--- src/rtl/mem_arbiter.sv ---
// rtl/mem_arbiter.sv - shared memory port arbiter for fetch (I) and data (D) sides
// D side has priority; fetch is guaranteed a grant after DPRIO_MAX consecutive D grants.
module mem_arbiter #(
  parameter int ADDR_W    = 32,
  parameter int DATA_W    = 32,
  parameter int DPRIO_MAX = 4
) (
  input  logic              clk,
  input  logic              nrst,
  input  logic              i_if_req,
  input  logic [ADDR_W-1:0] i_if_addr,
  output logic [DATA_W-1:0] o_if_rdata,
  output logic              o_if_valid,
  output logic              o_if_stall,
  input  logic              i_mem_req,
  input  logic              i_mem_wen,
  input  logic [ADDR_W-1:0] i_mem_addr,
  input  logic [DATA_W-1:0] i_mem_wdata,
  output logic [DATA_W-1:0] o_mem_rdata,
  output logic              o_mem_valid,
  output logic              o_mem_stall,
  output logic              o_ram_cen,
  output logic              o_ram_wen,
  output logic [ADDR_W-1:0] o_ram_addr,
  output logic [DATA_W-1:0] o_ram_wdata,
  input  logic [DATA_W-1:0] i_ram_rdata,
  input  logic              i_ram_ready
);

  localparam logic [3:0] DPRIO = 4'(DPRIO_MAX);

  typedef enum logic [1:0] {
    IDLE,
    BUSY_I,
    BUSY_D
  } state_e;

  state_e            state_q, state_d;
  logic [3:0]        starve_q, starve_d;
  logic              cen_q, cen_d;
  logic              wen_q, wen_d;
  logic [ADDR_W-1:0] addr_q, addr_d;
  logic [DATA_W-1:0] wdata_q, wdata_d;

  logic d_wins;

  // D wins unless fetch is waiting and has already been passed over DPRIO_MAX times.
  assign d_wins = i_mem_req && (!i_if_req || (starve_q < DPRIO));

  always_comb begin
    state_d  = state_q;
    starve_d = starve_q;
    cen_d    = cen_q;
    wen_d    = wen_q;
    addr_d   = addr_q;
    wdata_d  = wdata_q;
    case (state_q)
      IDLE: begin
        if (!i_if_req) begin
          starve_d = '0;
        end
        if (d_wins) begin
          state_d = BUSY_D;
          cen_d   = 1'b1;
          wen_d   = i_mem_wen;
          addr_d  = i_mem_addr;
          wdata_d = i_mem_wdata;
          if (i_if_req) begin
            starve_d = starve_q + 4'd1;
          end
        end else if (i_if_req) begin
          state_d  = BUSY_I;
          cen_d    = 1'b1;
          wen_d    = 1'b0;
          addr_d   = i_if_addr;
          wdata_d  = '0;
          starve_d = '0;
        end
      end
      BUSY_I, BUSY_D: begin
        if (i_ram_ready) begin
          state_d = IDLE;
          cen_d   = 1'b0;
          wen_d   = 1'b0;
          addr_d  = '0;
          wdata_d = '0;
        end
      end
      default: begin
        state_d = IDLE;
        cen_d   = 1'b0;
        wen_d   = 1'b0;
        addr_d  = '0;
        wdata_d = '0;
      end
    endcase
  end

  always_ff @(posedge clk or negedge nrst) begin
    if (!nrst) begin
      state_q  <= IDLE;
      starve_q <= '0;
      cen_q    <= 1'b0;
      wen_q    <= 1'b0;
      addr_q   <= '0;
      wdata_q  <= '0;
    end else begin
      state_q  <= state_d;
      starve_q <= starve_d;
      cen_q    <= cen_d;
      wen_q    <= wen_d;
      addr_q   <= addr_d;
      wdata_q  <= wdata_d;
    end
  end

  assign o_ram_cen   = cen_q;
  assign o_ram_wen   = wen_q;
  assign o_ram_addr  = addr_q;
  assign o_ram_wdata = wdata_q;

  // A requester that dropped its request mid-access still lets the access finish, but sees no valid.
  assign o_if_valid  = (state_q == BUSY_I) && i_ram_ready && i_if_req;
  assign o_mem_valid = (state_q == BUSY_D) && i_ram_ready && i_mem_req;

  assign o_if_rdata  = o_if_valid ? i_ram_rdata : '0;
  assign o_mem_rdata = (o_mem_valid && !wen_q) ? i_ram_rdata : '0;

  assign o_if_stall  = i_if_req && !o_if_valid;
  assign o_mem_stall = i_mem_req && !o_mem_valid;

endmodule

--- config.mk ---
export PLATFORM = sky130hd
export DESIGN_NAME = mem_arbiter
export DESIGN_NICKNAME = d
export VERILOG_FILES = /design/src/rtl/mem_arbiter.sv
export SDC_FILE = /design/constraint.sdc
export NUM_CORES = 1
export LEC_CHECK = 0
export CORE_ASPECT_RATIO = 1.1
export CORE_UTILIZATION = 37
export DETAILED_ROUTE_END_ITERATION = 7
export PLACE_DENSITY = 0.82
export REMOVE_ABC_BUFFERS = 1
export SLEW_MARGIN = 10
export SYNTH_ARGS = -nofsm -noshare
export SYNTH_HDL_FRONTEND = slang
export SYNTH_SLANG_ARGS = --single-unit
--- constraint.sdc ---
create_clock -name clk -period 2.08 [get_ports clk]
set_input_delay 0.416 -clock clk [delete_from_list [all_inputs] [get_ports clk]]
set_output_delay 0.416 -clock clk [all_outputs]
set_load 0.02 [all_outputs]
After elaboration in Yosys (flattened, before gate mapping):

Cells that the tools add are included.

* reduce and logical (&&, ||, !) cells: 16
* equal/unequal tests: 4
* add/subtract/negate cells: 1
* multiplexer cells: 22
* $lt $le $gt $ge: 1

Operator list (count)
* two-way mux 32 bit: 7
* case mux 32 bit (2 select lines): 2
* logical AND 1 bit: 8
* two-way mux 4 bit: 2
* two-way mux 2 bit: 3
* two-way mux 1 bit: 5
* adder 4 x 1 -> 4 bit, second input constant: 1
* zero test 1 bit: 4
* < comparator 4 x 3 -> 1 bit, second input constant: 1
* case mux 1 bit (2 select lines): 2
* case mux 2 bit (2 select lines): 1
* inequality test 3 bit, second input constant: 1
* == test 2 x 1 -> 1 bit, second input constant: 1
* == test 2 bit, second input constant: 1
* zero test 2 bit: 1
* inequality test 2 bit, second input constant: 1
* AND reduction 2 bit: 1
* OR reduction 2 bit: 1
* logical OR 1 bit: 1

* flip-flop bits (word level): 72
* output and inout bits: 134

Longest topological paths before layout:

* word-level depth: 5
* gate-level depth with buffers: 7

Worst setup path after synthesis:

OpenSTA, ideal clock, no wires.

* kind: input -> output
* start: input i_mem_req
* end: output o_mem_stall
* arrival: 1.532 ns
* slack: 0.132 ns
* stages: 4
* path through: buf_4 -> buf_2 -> clkbuf_1 -> a21boi_0

* cells in the longest elaborated chain, start to end: 3

RTL lines
* start, declared: line 15 `input logic i_mem_req,`
* logical AND 1 bit: line 124 `assign o_mem_valid = (state_q == BUSY_D) && i_ram_ready && i_mem_req;`
* zero test 1 bit: line 130 `assign o_mem_stall = i_mem_req && !o_mem_valid;`
* logical AND 1 bit (*): line 130
* end, declared: line 21 `output logic o_mem_stall,`

Mark *: on every way between the ends. The rest lies on a longest branch, timed or not.

Final worst setup path:

* start: register state_q[0]
* end: output o_mem_rdata[27]

* cells in the longest elaborated chain, start to end: 5

RTL lines
* start, declared: line 38 `state_e state_q, state_d;`
* start signal, assigned: line 108 `state_q <= state_d;`
* == test 2 bit: line 124
* logical AND 1 bit (2 in a row): line 124
* logical AND 1 bit: line 127 `assign o_mem_rdata = (o_mem_valid && !wen_q) ? i_ram_rdata : '0;`
* two-way mux 32 bit: line 127
* end, declared: line 19 `output logic [DATA_W-1:0] o_mem_rdata,`

Every way passes these cells.

==> flow_summary_export.csv <==
group,metric,value,unit
clock_tree,tritoncts,"yes",
grt,grt_overflow,0,
clock_tree,htreeDepth,3,
setup_path,rr_endpoint,"o_ram_wdata[29]",
detailed_routing,ant_nets,0,
final_layout,fillers,808,
timing,finalCritPeriodShare,1.00,
detailed_routing,drc,0,
timing,setup_viol,0,
place,gp_congestion,0.786,
grt,grt_pass1_vias,4295,
synthesis,synth_area_leader_cell,"dfrtp_1",
place,place_inst,799,
floorplanning,die_h,112,µm
final_layout,design_area,0.00741,mm²
final_layout,layout-drive-gt1-share,0.204,
place,dp_slack,-0.478,ns
clock_tree,cts_root_buf,"clkbuf_16",
detailed_routing,vias,4341,
final_layout,final_cell_mix,"196 x clkdlybuf4s50_1, 72 x dfrtp_1, 64 x and2_1",
synthesis,avgSynthCellArea,10.0,µm²
final_layout,final_common_cell,"clkdlybuf4s50_1",
synthesis,synth-seq-cells,72,
setup_path,crit_arrival,1.66,ns
timing,tightest_slew,0.513,ns
synthesis,async_flop_share,1.00,
detailed_routing,drt-vias-per-instance,5.29,
synthesis,synth_top_area_share,0.439,
timing,grt_setup_unrepaired,"true",
timing,setup_ws,0.00101,ns
clock_tree,clockBufferDepth,2,
synthesis,synth_edf_count,0,
floorplanning,ios,268,
detailed_routing,wirelength,15.2,mm
floorplanning,die_x,102,µm
detailed_routing,wl_per_cell,18.6,µm
final_layout,instances_no_fill,820,
grt,antenna_found_initial,1,
setup_path,cp-endpoint,"o_mem_rdata[27]",
synthesis,synthCells,410,
timing,min_period,2.08,ns
detailed_routing,first_pass_iters,4,
grt,grt_pass1_wl,22.8,mm
setup_path,cp-end-kind,"output pin",
synthesis,ys.flop_type,"dfrtp_1",
power,p_leak,3.37,nW
job,drv_cap,0,
timing,skew,0.00825,ns
floorplanning,die-area,0.0115,mm²
setup_path,crit_type,"reg2out",
run_status,status,"finished, final reports clean",
power,power.density,1090,mW/mm²
synthesis,synth_cell_types,28,
timing,max_clock_freq,481,MHz
setup_path,crit_required,1.66,ns
timing,slew_viol_final,0,
floorplanning,num_rows,39,
synthesis,ys_top_cells_by_area,"dfrtp_1 44%, and2_1 9.8%, mux2i_1 8.5%",
timing,hold_viol,0,
setup_path,cp_max_fo,10,
floorplanning,start_util,0.388,
clock_tree,cts_sinks,72,
grt,grt.total_usage,0.257,
place,dp_hpwl,10.8,mm
place,port-buffer-count,267,
detailed_routing,drt_iter0_drc,216,
setup_path,startpoint_type,"flip-flop",
final_layout,final_nets,810,
setup_path,rr_worst_depth,8,
floorplanning,core_area,0.0106,mm²
min_path,hp-class,"in2async",
synthesis,syn_area,0.00410,mm²
clock_tree,clkTransAtPathRegs,0.06,ns
grt,grt_max_degree,59,
setup_path,rrSetupSlack,0.07,ns
power,ir_drop,0.613,mV
clock_tree,worstSkewPairLatency,0.33,ns
timing,tns,0,ns
timing,maxSlewHeadroom,0.658,
setup_path,reg2reg_from,"state_q[1]",
synthesis,yosysSeqAreaShare,0.439,
place,postPlaceCellArea,0.00704,mm²
clock_tree,cts_buffers,9,
synthesis,ys.warnings.count,0,
setup_path,crit_start,"state_q[0]",
final_layout,syn2layout_area_growth,80.5,%
## cell families after synthesis
group                    share of synthesized area
flip-flops                                   0.439
AO/OA/AOI/OAI                                0.150
multiplexers                                0.0881
adder cells (fa/ha/maj)                     0.0122
buffers and inverters                       0.0948
AND/OR/NAND/NOR                              0.216
## where the power goes
part | internal (W) | total, W | switching (W)
logic | 0.00203 | 0.00420 | 0.00217
registers | 0.00191 | 0.00222 | 0.000307
clock network | 0.00108 | 0.00166 | 0.000584
## final cells by class
cell class / count / area (µm²) / share of cell area
diodes: 1 / 2.50 / 0.000338
clock buffers: 10 / 239 / 0.0323
clock inverters: 5 / 81.3 / 0.0110
inverters: 37 / 139 / 0.0187
multi-input cells: 256 / 2050 / 0.277
flip-flops and latches: 72 / 1800 / 0.243
well taps: 143 / 179 / 0.0241
repair buffers: 296 / 2910 / 0.393
## cells in the mapped netlist, types with 2 or more instances
cell       instances
buf_2              7
mux2i_1           35
a21oi_1            2
ha_1               4
a21boi_0           2
inv_1             36
and3_1            34
buf_4              6
o21ai_1            2
nor2b_1            2
buf_6              6
clkbuf_1          26
o2bb2ai_1         33
nand2b_1           2
nand4_1           35
a32oi_1           32
dfrtp_1           72
and2_1            64
## routing by layer
| metal | vias to the layer above | global-route usage | part of all wire |
|---|---|---|---|
| met2 | 193 | 0.456 | 0.52 |
| met5 | - | 0 | 0 |
| met4 | 0 | 0.0971 | 0.032 |
| li1 | 2007 | - | - |
| met3 | 32 | 0.0654 | 0.070 |
| met1 | 2109 | 0.294 | 0.38 |
## worst max-delay path, cell delays in order, from the launching register on
cell	delay (ns)
dfrtp_1	0.38
inv_2	0.08
ha_4	0.13
and3_4	0.26
buf_8	0.14
and3_4	0.22
buf_12	0.12
## sequential cells by signal, indices dropped and copies added (netlist names)
name,count
starve_q,4
o_ram_wen,1
state_q,2
o_ram_wdata,32
o_ram_cen,1
o_ram_addr,32
## worst min-delay path by stage
stage | from | endpoint | slack [ns] | cells after the start
after floorplan | nrst | o_ram_addr[0] | 0.12 | 0
after global placement | nrst | o_ram_addr[17] | 0.38 | 1
after detailed placement | nrst | o_ram_addr[17] | 0.39 | 1
after CTS | nrst | o_ram_addr[13] | 0.04 | 1
after global routing | nrst | o_ram_addr[13] | 0.04 | 1
final | nrst | o_ram_addr[13] | 0.02 | 1
## repair_timing
item | 4_1_cts | 5_1_grt
setup endpoints to repair | 68 | 68
hold buffers | 0 | 0
gates resized for setup | 263 | 85
pin swaps | 0 | 1
cloned | 0 | 3
buffers inserted | 2 | 1
## per-stage QoR
stage          power (W)  utilization  hold WS, ns
6_report         0.00808        0.700       0.0203
5_1_grt          0.00847        0.700       0.0429
4_1_cts          0.00798        0.670       0.0354
3_5_place_dp     0.00631        0.665        0.389
3_3_place_gp     0.00622        0.665        0.384
2_1_floorplan    0.00416            -        0.120
Note: power is estimated with default switching activity, not from simulation.
